===== config.mk =====
export PLATFORM = sky130hd
export DESIGN_NAME = p405s_timer_event_gen
export DESIGN_NICKNAME = d
export VERILOG_FILES = /design/src/rtl/p405s_timer_event_gen.sv
export SDC_FILE = /design/constraint.sdc
export NUM_CORES = 1
export LEC_CHECK = 0
export CORE_UTILIZATION = 52
export CTS_CLUSTER_SIZE = 16
export DETAILED_ROUTE_END_ITERATION = 7
export GPL_ROUTABILITY_DRIVEN = 0
export PLACE_DENSITY = 0.86
export REMOVE_ABC_BUFFERS = 1
export SLEW_MARGIN = 20
export SYNTH_ARGS = -nofsm -noshare
export SYNTH_HDL_FRONTEND = slang
export SYNTH_SLANG_ARGS = --single-unit

===== constraint.sdc =====
create_clock -name CB -period 4 [get_ports CB]
set_clock_uncertainty 0.1 [all_clocks]
set_input_delay 0.8 -clock CB [delete_from_list [all_inputs] [get_ports CB]]
set_output_delay 0.8 -clock CB [all_outputs]
set_load 0.05 [all_outputs]

===== src/rtl/p405s_timer_event_gen.sv =====
// Timer event producer: FIT/WD tap edge detection, PIT down-counter and the
// one-cycle TSR set requests, plus the held watchdog reset request.
module p405s_timer_event_gen #(
    parameter int TB_W  = 32,
    parameter int PIT_W = 32
) (
    input  logic             CB,
    input  logic             resetCore,
    input  logic [0:TB_W-1]  tbLow,
    input  logic             tbTick,
    input  logic [1:0]       fitPeriodSel,
    input  logic [1:0]       wdPeriodSel,
    input  logic [1:0]       wdRstCtl,
    input  logic             pitAutoReload,
    input  logic             pitLoad,
    input  logic [PIT_W-1:0] pitLoadData,
    input  logic             tsrEnw,
    input  logic             tsrWis,
    output logic             hwSetFitStatus,
    output logic             hwSetPitStatus,
    output logic             wdPulse,
    output logic             hwSetWdIntrp,
    output logic             hwSetWdRst,
    output logic [1:0]       wdRstType,
    output logic             wdRstReq,
    output logic [PIT_W-1:0] pitValue
);

    logic             fit_tap, wd_tap, fit_edge, wd_edge;
    logic             armed_q, armed_d;
    logic             fit_tap_q, fit_tap_d, wd_tap_q, wd_tap_d;
    logic [1:0]       fit_sel_q, fit_sel_d, wd_sel_q, wd_sel_d;
    logic             fit_set_q, fit_set_d, pit_set_q, pit_set_d;
    logic             wd_pulse_q, wd_pulse_d, wd_intrp_q, wd_intrp_d;
    logic             wd_rst_q, wd_rst_d, wd_req_q, wd_req_d;
    logic [1:0]       wd_type_q, wd_type_d;
    logic [PIT_W-1:0] pit_q, pit_d, reload_q, reload_d;

    // Time-base bit 2^k lives at index TB_W-1-k (bit 0 is the MSB).
    always_comb begin
        case (fitPeriodSel)
            2'b00:   fit_tap = tbLow[TB_W-1-9];
            2'b01:   fit_tap = tbLow[TB_W-1-13];
            2'b10:   fit_tap = tbLow[TB_W-1-17];
            default: fit_tap = tbLow[TB_W-1-21];
        endcase
        case (wdPeriodSel)
            2'b00:   wd_tap = tbLow[TB_W-1-17];
            2'b01:   wd_tap = tbLow[TB_W-1-21];
            2'b10:   wd_tap = tbLow[TB_W-1-25];
            default: wd_tap = tbLow[TB_W-1-29];
        endcase
    end

    // armed_q suppresses the first sample after reset, so a tap already high
    // when reset drops must fall and rise again before it counts as an edge.
    assign fit_edge = armed_q & fit_tap & ~fit_tap_q & (fitPeriodSel == fit_sel_q);
    assign wd_edge  = armed_q & wd_tap & ~wd_tap_q & (wdPeriodSel == wd_sel_q);

    always_comb begin
        armed_d    = 1'b1;
        fit_tap_d  = fit_tap;
        fit_sel_d  = fitPeriodSel;
        wd_tap_d   = wd_tap;
        wd_sel_d   = wdPeriodSel;
        fit_set_d  = fit_edge;
        pit_d      = pit_q;
        reload_d   = reload_q;
        pit_set_d  = 1'b0;
        wd_pulse_d = 1'b0;
        wd_intrp_d = 1'b0;
        wd_rst_d   = 1'b0;
        wd_type_d  = wd_type_q;
        wd_req_d   = wd_req_q;

        if (pitLoad) begin
            pit_d    = pitLoadData;
            reload_d = pitLoadData;
        end else if (tbTick && (pit_q > PIT_W'(1))) begin
            pit_d = pit_q - PIT_W'(1);
        end else if (tbTick && (pit_q == PIT_W'(1))) begin
            pit_set_d = 1'b1;
            pit_d     = pitAutoReload ? reload_q : '0;
        end

        if (wd_edge) begin
            case ({tsrEnw, tsrWis})
                2'b00, 2'b01: wd_pulse_d = 1'b1;
                2'b10:        wd_intrp_d = 1'b1;
                default: begin
                    if ((wdRstCtl != 2'b00) && !wd_req_q) begin
                        wd_rst_d  = 1'b1;
                        wd_type_d = wdRstCtl;
                        wd_req_d  = 1'b1;
                    end
                end
            endcase
        end
    end

    always_ff @(posedge CB or posedge resetCore) begin
        if (resetCore) begin
            armed_q    <= 1'b0;
            fit_tap_q  <= 1'b0;
            fit_sel_q  <= 2'b00;
            wd_tap_q   <= 1'b0;
            wd_sel_q   <= 2'b00;
            fit_set_q  <= 1'b0;
            pit_q      <= '0;
            reload_q   <= '0;
            pit_set_q  <= 1'b0;
            wd_pulse_q <= 1'b0;
            wd_intrp_q <= 1'b0;
            wd_rst_q   <= 1'b0;
            wd_type_q  <= 2'b00;
            wd_req_q   <= 1'b0;
        end else begin
            armed_q    <= armed_d;
            fit_tap_q  <= fit_tap_d;
            fit_sel_q  <= fit_sel_d;
            wd_tap_q   <= wd_tap_d;
            wd_sel_q   <= wd_sel_d;
            fit_set_q  <= fit_set_d;
            pit_q      <= pit_d;
            reload_q   <= reload_d;
            pit_set_q  <= pit_set_d;
            wd_pulse_q <= wd_pulse_d;
            wd_intrp_q <= wd_intrp_d;
            wd_rst_q   <= wd_rst_d;
            wd_type_q  <= wd_type_d;
            wd_req_q   <= wd_req_d;
        end
    end

    assign hwSetFitStatus = fit_set_q;
    assign hwSetPitStatus = pit_set_q;
    assign wdPulse        = wd_pulse_q;
    assign hwSetWdIntrp   = wd_intrp_q;
    assign hwSetWdRst     = wd_rst_q;
    assign wdRstType      = wd_type_q;
    assign wdRstReq       = wd_req_q;
    assign pitValue       = pit_q;

endmodule


Yosys cells after proc, flatten, opt, wreduce, memory -nomap -nowiden:

Index checks and enable logic that the tools add are counted.

* divide/modulo/power cells: 0
* reductions and logical operators: 12
* mux-type cells: 16
* magnitude comparators: 1
* $add $sub $neg: 1
* bitwise gates (word level): 9
* multiply operators: 0
* equal/unequal tests: 9
* shifts and indexed selects: 0

Operators with widths (number)
* 2-to-1 mux 32 bit: 4
* equality test 32 x 1 -> 1 bit (second input constant): 1
* greater-than comparator 32 x 1 -> 1 bit (second input constant): 1
* subtractor 32 x 1 -> 32 bit (second input constant): 1
* 2-to-1 mux 1 bit: 10
* bitwise AND 1 bit: 6
* equality test 2 x 1 -> 1 bit (second input constant): 3
* equality test 2 bit (second input constant): 3
* zero test 2 bit: 3
* case mux 1 bit (3 select lines): 2
* equality test 2 bit: 2
* logical AND 1 bit: 3
* NOT 1 bit: 3
* AND reduction 3 bit: 1
* nonzero test 3 bit: 1
* OR reduction 3 bit: 1
* nonzero test 2 bit: 1
* OR reduction 2 bit: 1
* zero test 1 bit: 1

* input bits: 77
* memory bits (read-only): 0
* bits in latches: 0
* memories: 0
* flip-flop bits (word level): 79
* RAM bits: 0
* output and inout port bits: 40
* logic and storage cells: 62

Logic depth before layout (Yosys ltp):

Gate-level depths: netlist (run 1).

* depth in word-level cells: 6
* gate-level depth with buffers: 10
* mapped depth without buffers: 7

Worst setup path before layout (run 1):

Ideal clock, no wire load.

* path kind: flip-flop to flip-flop
* from: reg pit_q[26] (netlist: pitValue[26])
* to: reg pit_q[0] (netlist: pitValue[0])
* data required time: 3.776 ns
* path buffers: 3
* setup time: 0.124 ns
* arrival time: 2.711 ns
* clock period less this slack: 2.935 ns
* cell stages (with the launch flop): 10
* slack: 1.065 ns
* cell sequence: dfrtp_1 or4_4 or3_1 buf_6 o41a_1 buf_6 nand2b_4 buf_6 a211oi_1 a211o_1

* longest elaborated chain between the ends: 4
* elaborated cells between the ends (all ways): 7
* classes of those cells: order compare: 1; eq/ne: 1; mux: 2; reduce/logical: 3

Ends and longest elaborated chain
* from (decl): line 37 `logic [PIT_W-1:0] pit_q, pit_d, reload_q, reload_d;`
* from (signal assigned): line 124 `pit_q <= pit_d;`
* greater-than comparator 32 x 1 -> 1 bit: line 79 `end else if (tbTick && (pit_q > PIT_W'(1))) begin`
* logical AND 1 bit: line 79
* 2-to-1 mux 32 bit: line 79
* 2-to-1 mux 32 bit: line 76 `if (pitLoad) begin`

Parallel ways exist; a longest one is shown, timed or not.
A chain may end at the register's enable or synchronous reset.

Worst setup path in the final report (run 1):

* from: reg pit_q[24] (netlist: pitValue[24])
* to: reg pit_q[31] (netlist: pitValue[31])

The elaborated chain is that of the path after synthesis.

==> run_results.csv, run 1 <==
group,metric,value,unit
worst_setup_path,ff2ff_path_depth,6,
routing,drc,0,
placement,port_buffers,90,
clock_network,cts_resized,0,
global_routing,antenna_found_initial,0,
global_routing,grt_pass1_vias,3541,
sta,maxSlewViolCount,0,
yosys,synth_async_sr_flop_share,100.0,%
global_routing,grt_max_degree,35,
worst_hold_path,hold_depth,1,
worst_setup_path,cp.arrival,3.40,ns
worst_setup_path,worstPathMaxFanout,22,
routing,vias,3575,
yosys,syn_area,4185,um2
routing,vias_per_cell,5.968,
clock_network,cts_tree,"built",
sta,tns,0,ns
clock_network,cts.sinks,79,
power,intPower,1.392,mW
routing,first_iter_violations,243,
yosys,postSynthRegisterBits,79,
worst_hold_path,hold_start,"reload_q[14]",
yosys,synth_cell_types,55,
floorplanning,core,7767,um2
routing,firstDrtPassIters,5,
placement,dp_hpwl,6884,um
worst_hold_path,hp-class,"reg2reg",
routing,drt_wl_total,10100,um
yosys,syn_avg_cell_area,10.26,um2
clock_network,numCtsBuffers,9,
floorplanning,start_util,53.88,%
power,sw_frac_of_total,33.91,%
worst_setup_path,r2r_setup_slack,0.75,ns
worst_setup_path,r2r_end,"pitValue[31]",
flow_run,drv_cap,0,
worst_setup_path,end_kind,"register",
sta,clock.fmax,0.3076,GHz
power,leakage,2.273,nW
routing,routedWlPerCell,16.85,um
finish,fillCellCount,596,
floorplanning,ios,117,
worst_setup_path,rr_startpoint,"pitValue[24]",
worst_setup_path,crit_required,4.15,ns
worst_setup_path,start_kind,"register",
finish,layout-drive-gt1-share,13.08,%
sta,setup_viol,0,
sta,final_hold_viol_count,0,
clock_network,clockRootBuffer,"clkbuf_8",
finish,area_delta_synth_final,27.77,%
global_routing,grt_overflow,0,
clock_network,post_cts_buffers,0,
floorplanning,dieArea,8412,um2
sta,relSlewSlack,32.57,%
floorplanning,die_h,91.72,um
routing,ant_nets,0,
global_routing,grt_pass1_wl,16640,um
yosys,yosys_warnings,0,
power,seq_power_share,45.3,%
finish,fin_util,68.85,%
yosys,ys_seq_area_share,47.23,%
floorplanning,rows,32,
sta,fin_crit,3.251,ns
clock_network,clkTransAtPathRegs,0.08,ns
power,ir_drop,0.2200,mV
power,power.share.clock,29.2,%
power,cellPowerDensity,394.0,nW/um2
yosys,synth_cells,408,
clock_network,hold_buffers,0,
sta,rsz0062_at_grt,"false",
worst_setup_path,critPathKind,"reg2reg",
sta,hold-worst-slack,0.4059,ns
worst_hold_path,min_to,"reload_q[14]",
sta,worstMarginPinSlew,1.009,ns
finish,nets,571,
worst_setup_path,startpoint,"pitValue[24]",
global_routing,track_usage,25.02,%
status,status,"complete, no violations",
clock_network,insertion_delay,0.36,ns
clock_network,clockBufferDepth,2,
yosys,synth_ff_type,"dfrtp_1",
sta,fin_crit_sh,81.27,%
clock_network,h-tree-depth,3,
yosys,synth_edf_count,0,
finish,diodes,0,
power,combPwrFrac,25.6,%
floorplanning,fp.dieW,91.72,um
power,power_switching,714.4,uW
per-layer routing:
| layer | share of wire (%) | global-route usage (%) | wire (um) |
|---|---|---|---|
| met1 | 43 | 31.93 | 4299 |
| met2 | 49 | 41.73 | 4912 |
| met3 | 6.8 | 4.395 | 685 |
| met4 | 2.0 | 11.33 | 197 |
| met5 | 0 | 0 | 0 |
kinds of logic after synthesis:
logic type               share of synthesized area [%]
multiplexers                                     8.072
XOR/XNOR                                         6.069
adder cells (fa/ha/maj)                         0.5978
buffers and inverters                            4.634
AND/OR/NAND/NOR                                  15.87
other                                          0.08960
flip-flops                                       47.23
AO/OA/AOI/OAI                                    17.43
cell usage after synthesis (all sizes together) (2+ instances only):
cell type / instances / area share [%]
dfrtp: 79 / 47
o21ai: 34 / 4.1
mux2: 26 / 7.0
nor2: 26 / 2.5
xor2: 26 / 5.4
a22oi: 19 / 3.4
a21oi: 18 / 2.2
nor4: 18 / 2.7
and3: 17 / 2.5
nand2: 16 / 1.4
buf: 14 / 2.3
clkbuf: 14 / 1.3
inv: 12 / 1.1
nor3: 11 / 1.3
a31oi: 10 / 1.5
nand3: 9 / 1.1
o31ai: 7 / 1.3
a211oi: 4 / 0.72
or3: 4 / 0.60
a21o: 3 / 0.54
nand3b: 3 / 0.54
or4: 3 / 0.63
xnor2: 3 / 0.63
a22o: 2 / 0.42
ha: 2 / 0.60
mux4: 2 / 1.1
nand2b: 2 / 0.48
nand4b: 2 / 0.42
nor4b: 2 / 0.42
o41ai: 2 / 1.3
or2: 2 / 0.30
cells in the final DEF, fill, tap and decap left out, drive strengths merged, types with 12 or more instances in the layout:
master,count
inv,14
nor2,26
xor2,26
nand2,16
a22oi,19
nor4,18
and3,17
clkdlybuf4s50,89
dfrtp,79
a21oi,18
buf,12
mux2,26
o21ai,34
power by group through the flow:
stage	sequential, mW	combinational [mW]	clock [mW]
5_1_grt	0.964	0.578	0.648
4_1_cts	0.951	0.540	0.622
3_3_place_gp	0.962	0.526	0
6_report	0.953	0.539	0.614
3_5_place_dp	0.966	0.538	0
2_1_floorplan	1.09	0.189	0
registers in the layout (all words and copies together), names as in the netlist, 2 cells and up:
signal     flops
reload_q      32
wd_sel_q       2
wdRstType      2
fit_sel_q      2
pitValue      32
area by class of cell:
| type | instances | area, um2 | area share, % |
|---|---|---|---|
| clock inverter | 7 | 81.33 | 1.521 |
| sequential | 79 | 1977 | 36.97 |
| multi-input combinational | 289 | 2014 | 37.67 |
| timing repair buffer | 101 | 978.4 | 18.30 |
| inverter | 12 | 45.04 | 0.8423 |
| tap | 102 | 127.6 | 2.387 |
| clock buffer | 9 | 123.9 | 2.316 |
worst max path at each step:
stage                    to  slack [ns]  cells past startpoint
2_1_floorplan  pitValue[29]        0.38                      6
3_3_place_gp   pitValue[31]        0.81                      6
3_5_place_dp   wdRstType[0]        0.70                      6
4_1_cts        pitValue[31]        0.77                      6
5_1_grt        pitValue[31]        0.60                      6
6_report       pitValue[31]        0.75                      6
critical path, cell delays in order (launching register included):
cell and delay [ns]:
dfrtp_1 0.44, or4_4 0.55, or3_1 0.48, o41a_1 0.70
nor2_4 0.59, a21oi_1 0.09, o21a_1 0.19
through the flow:
stage | instance area, um2 | power, mW | instances | setup slack [ns]
final | 5348 | 2.107 | 599 | 0.7494
after global routing | 5348 | 2.190 | 599 | 0.6000
after CTS | 5348 | 2.114 | 599 | 0.7661
after detailed placement | 5142 | 1.504 | 583 | 0.7023
after global placement | 5142 | 1.487 | 583 | 0.8134
after floorplan | 4036 | 1.281 | 380 | 0.3834
Note: power is estimated with default switching activity, not from simulation.
==> inputs of run 2 (changes only) <==
--- a/config.mk
+++ b/config.mk
@@ -5,11 +5,11 @@
 export SDC_FILE = /design/constraint.sdc
 export NUM_CORES = 1
 export LEC_CHECK = 0
-export CORE_UTILIZATION = 52
+export CORE_UTILIZATION = 44
 export CTS_CLUSTER_SIZE = 16
 export DETAILED_ROUTE_END_ITERATION = 7
 export GPL_ROUTABILITY_DRIVEN = 0
-export PLACE_DENSITY = 0.86
+export PLACE_DENSITY = 0.77
 export REMOVE_ABC_BUFFERS = 1
 export SLEW_MARGIN = 20
 export SYNTH_ARGS = -nofsm -noshare
==> constraint.sdc (replaced) <==
create_clock -name CB -period 2.98 [get_ports CB]
set_clock_uncertainty 0.1 [all_clocks]
set_input_delay 0.596 -clock CB [delete_from_list [all_inputs] [get_ports CB]]
set_output_delay 0.596 -clock CB [all_outputs]
set_load 0.05 [all_outputs]
==> run 2 against run 1 <==
  * Sequential share of layout area down 1.5 points
  * Die area up 18%
  * Via count up 1.3%
  * Clock power up 37%
  * Critical path type unchanged
  * Fmax up 17%
  * Clock-buffer cell count unchanged
  * Largest power group unchanged
==> run_results.csv, run 2 (synthesis results as in run 1) <==
group,metric,value,unit
clock_network,clockBufferDepth,2,
worst_setup_path,crit_required,3.13,ns
floorplanning,rows,35,
sta,clock.fmax,0.3609,GHz
clock_network,cts_tree,"built",
floorplanning,die_h,99.53,um
worst_setup_path,worstPathMaxFanout,14,
global_routing,grt_max_degree,42,
power,power.share.clock,29.3,%
routing,drt_wl_total,10570,um
worst_hold_path,hp-class,"reg2reg",
sta,fin_crit,2.771,ns
worst_hold_path,hold_start,"reload_q[19]",
global_routing,grt_overflow,0,
finish,nets,593,
finish,layout-drive-gt1-share,17.02,%
floorplanning,dieArea,9906,um2
power,intPower,1.957,mW
clock_network,clkTransAtPathRegs,0.09,ns
worst_setup_path,r2r_setup_slack,0.21,ns
worst_hold_path,hold_depth,1,
placement,dp_hpwl,7475,um
finish,design_area,5567,um2
routing,ant_nets,0,
sta,relSlewSlack,52.93,%
power,ir_drop,0.2801,mV
finish,layout_common_cells,"89 x clkdlybuf4s50_1, 79 x dfrtp_1, 32 x buf_4",
sta,fin_crit_sh,92.97,%
clock_network,clockRootBuffer,"clkbuf_8",
worst_setup_path,critPathKind,"reg2reg",
worst_hold_path,min_to,"reload_q[19]",
clock_network,cts.sinks,79,
status,status,"complete, no violations",
worst_setup_path,cp.arrival,2.92,ns
placement,dpl.cell_count,632,
clock_network,hold_buffers,0,
power,leakage,2.392,nW
floorplanning,ios,117,
sta,final_hold_viol_count,0,
finish,fin_cells,646,
routing,first_iter_violations,228,
sta,setup_viol,0,
global_routing,antenna_found_initial,0,
clock_network,post_cts_buffers,0,
routing,vias,3620,
sta,worstMarginPinSlew,0.7038,ns
global_routing,track_usage,22.44,%
sta,maxSlewViolCount,0,
clock_network,h-tree-depth,3,
power,combPwrFrac,26.6,%
placement,port_buffers,90,
power,sw_frac_of_total,31.96,%
worst_setup_path,start_kind,"register",
clock_network,numCtsBuffers,9,
worst_setup_path,r2r_end,"pitValue[25]",
routing,drc,0,
worst_setup_path,rr_startpoint,"pitValue[24]",
sta,rsz0062_at_grt,"false",
routing,routedWlPerCell,16.37,um
floorplanning,start_util,45.29,%
routing,vias_per_cell,5.604,
worst_setup_path,startpoint,"pitValue[24]",
worst_setup_path,end_kind,"register",
power,seq_power_share,44.1,%
power,cellPowerDensity,516.6,nW/um2
routing,firstDrtPassIters,5,
global_routing,grt_pass1_vias,3596,
finish,area_delta_synth_final,33.00,%
flow_run,drv_cap,0,
power,power_switching,919.3,uW
global_routing,grt_pass1_wl,17510,um
finish,diodes,0,
placement,placed_area,5354,um2
floorplanning,fp.dieW,99.53,um
finish,layout_commonest_cell,"clkdlybuf4s50_1",
clock_network,insertion_delay,0.35,ns
floorplanning,core,9240,um2
worst_setup_path,ff2ff_path_depth,7,
run 2: cell types whose count changed in the layout (fill, tap and decap cells not counted), sizes merged:
cell      delta
buf         +22
bufinv       +1
clkinvlp     -1
inv          -2
run 2: area by class of cell:
type                            count  area, um2
Clock buffer                        9      123.9
Clock inverter                      5      75.07
Fill cell                         808       3674
Inverter                           12      45.04
Multi-Input combinational cell    289       2028
Sequential cell                    79       1977
Tap cell                          129      161.4
Timing Repair Buffer              123       1156
run 2: power groups by stage:
stage	registers [mW]	logic, mW	clock network [mW]
final	1.27	0.765	0.841
after global routing	1.28	0.819	0.898
after CTS	1.27	0.768	0.853
after detailed placement	1.29	0.765	0
after global placement	1.28	0.751	0
after floorplan	1.47	0.253	0
run 2: metrics by stage:
stage               utilization, %  hold WS (ns)  setup TNS (ns)  setup WS (ns)  total power, mW
detailed placement           57.94        0.3878               0         0.1107            2.052
global placement             57.94        0.3813               0         0.1721            2.033
finish                       60.24        0.4063               0         0.2094            2.876
global route                 60.24        0.4212               0        0.07203            3.002
floorplan                        -        0.3721          -11.96        -0.6366            1.719
CTS                          60.09        0.4057               0        0.08553            2.888
run 2: metal layers:
metal	routed length (um)	vias up	part of all wire, %	global-route usage, %
met5	0	-	0	0
met4	77	0	0.73	8.032
met3	640	6	6.1	4.849
met2	5142	104	49	36.22
met1	4714	1794	45	29.90
li1	-	1716	-	-
run 2: worst max-delay path, stage by stage (launching register included):
cell	delay (ns)
dfrtp_1	0.41
or4_4	0.53
or3_4	0.41
o41ai_4	0.42
buf_4	0.27
and3_1	0.17
a211oi_1	0.05
o31ai_1	0.30
run 2: worst max-delay path by stage:
stage	to	slack, ns
2_1_floorplan	pitValue[29]	-0.64
3_5_place_dp	pitValue[25]	0.11
3_3_place_gp	pitValue[25]	0.17
5_1_grt	pitValue[24]	0.07
6_report	pitValue[25]	0.21
4_1_cts	pitValue[25]	0.09
run 2: repair_timing:
action / in CTS / in global routing
setup endpoints to repair: 0 / 2
endpoints found under the hold margin: 0 / 0
gates resized for setup: 0 / 2
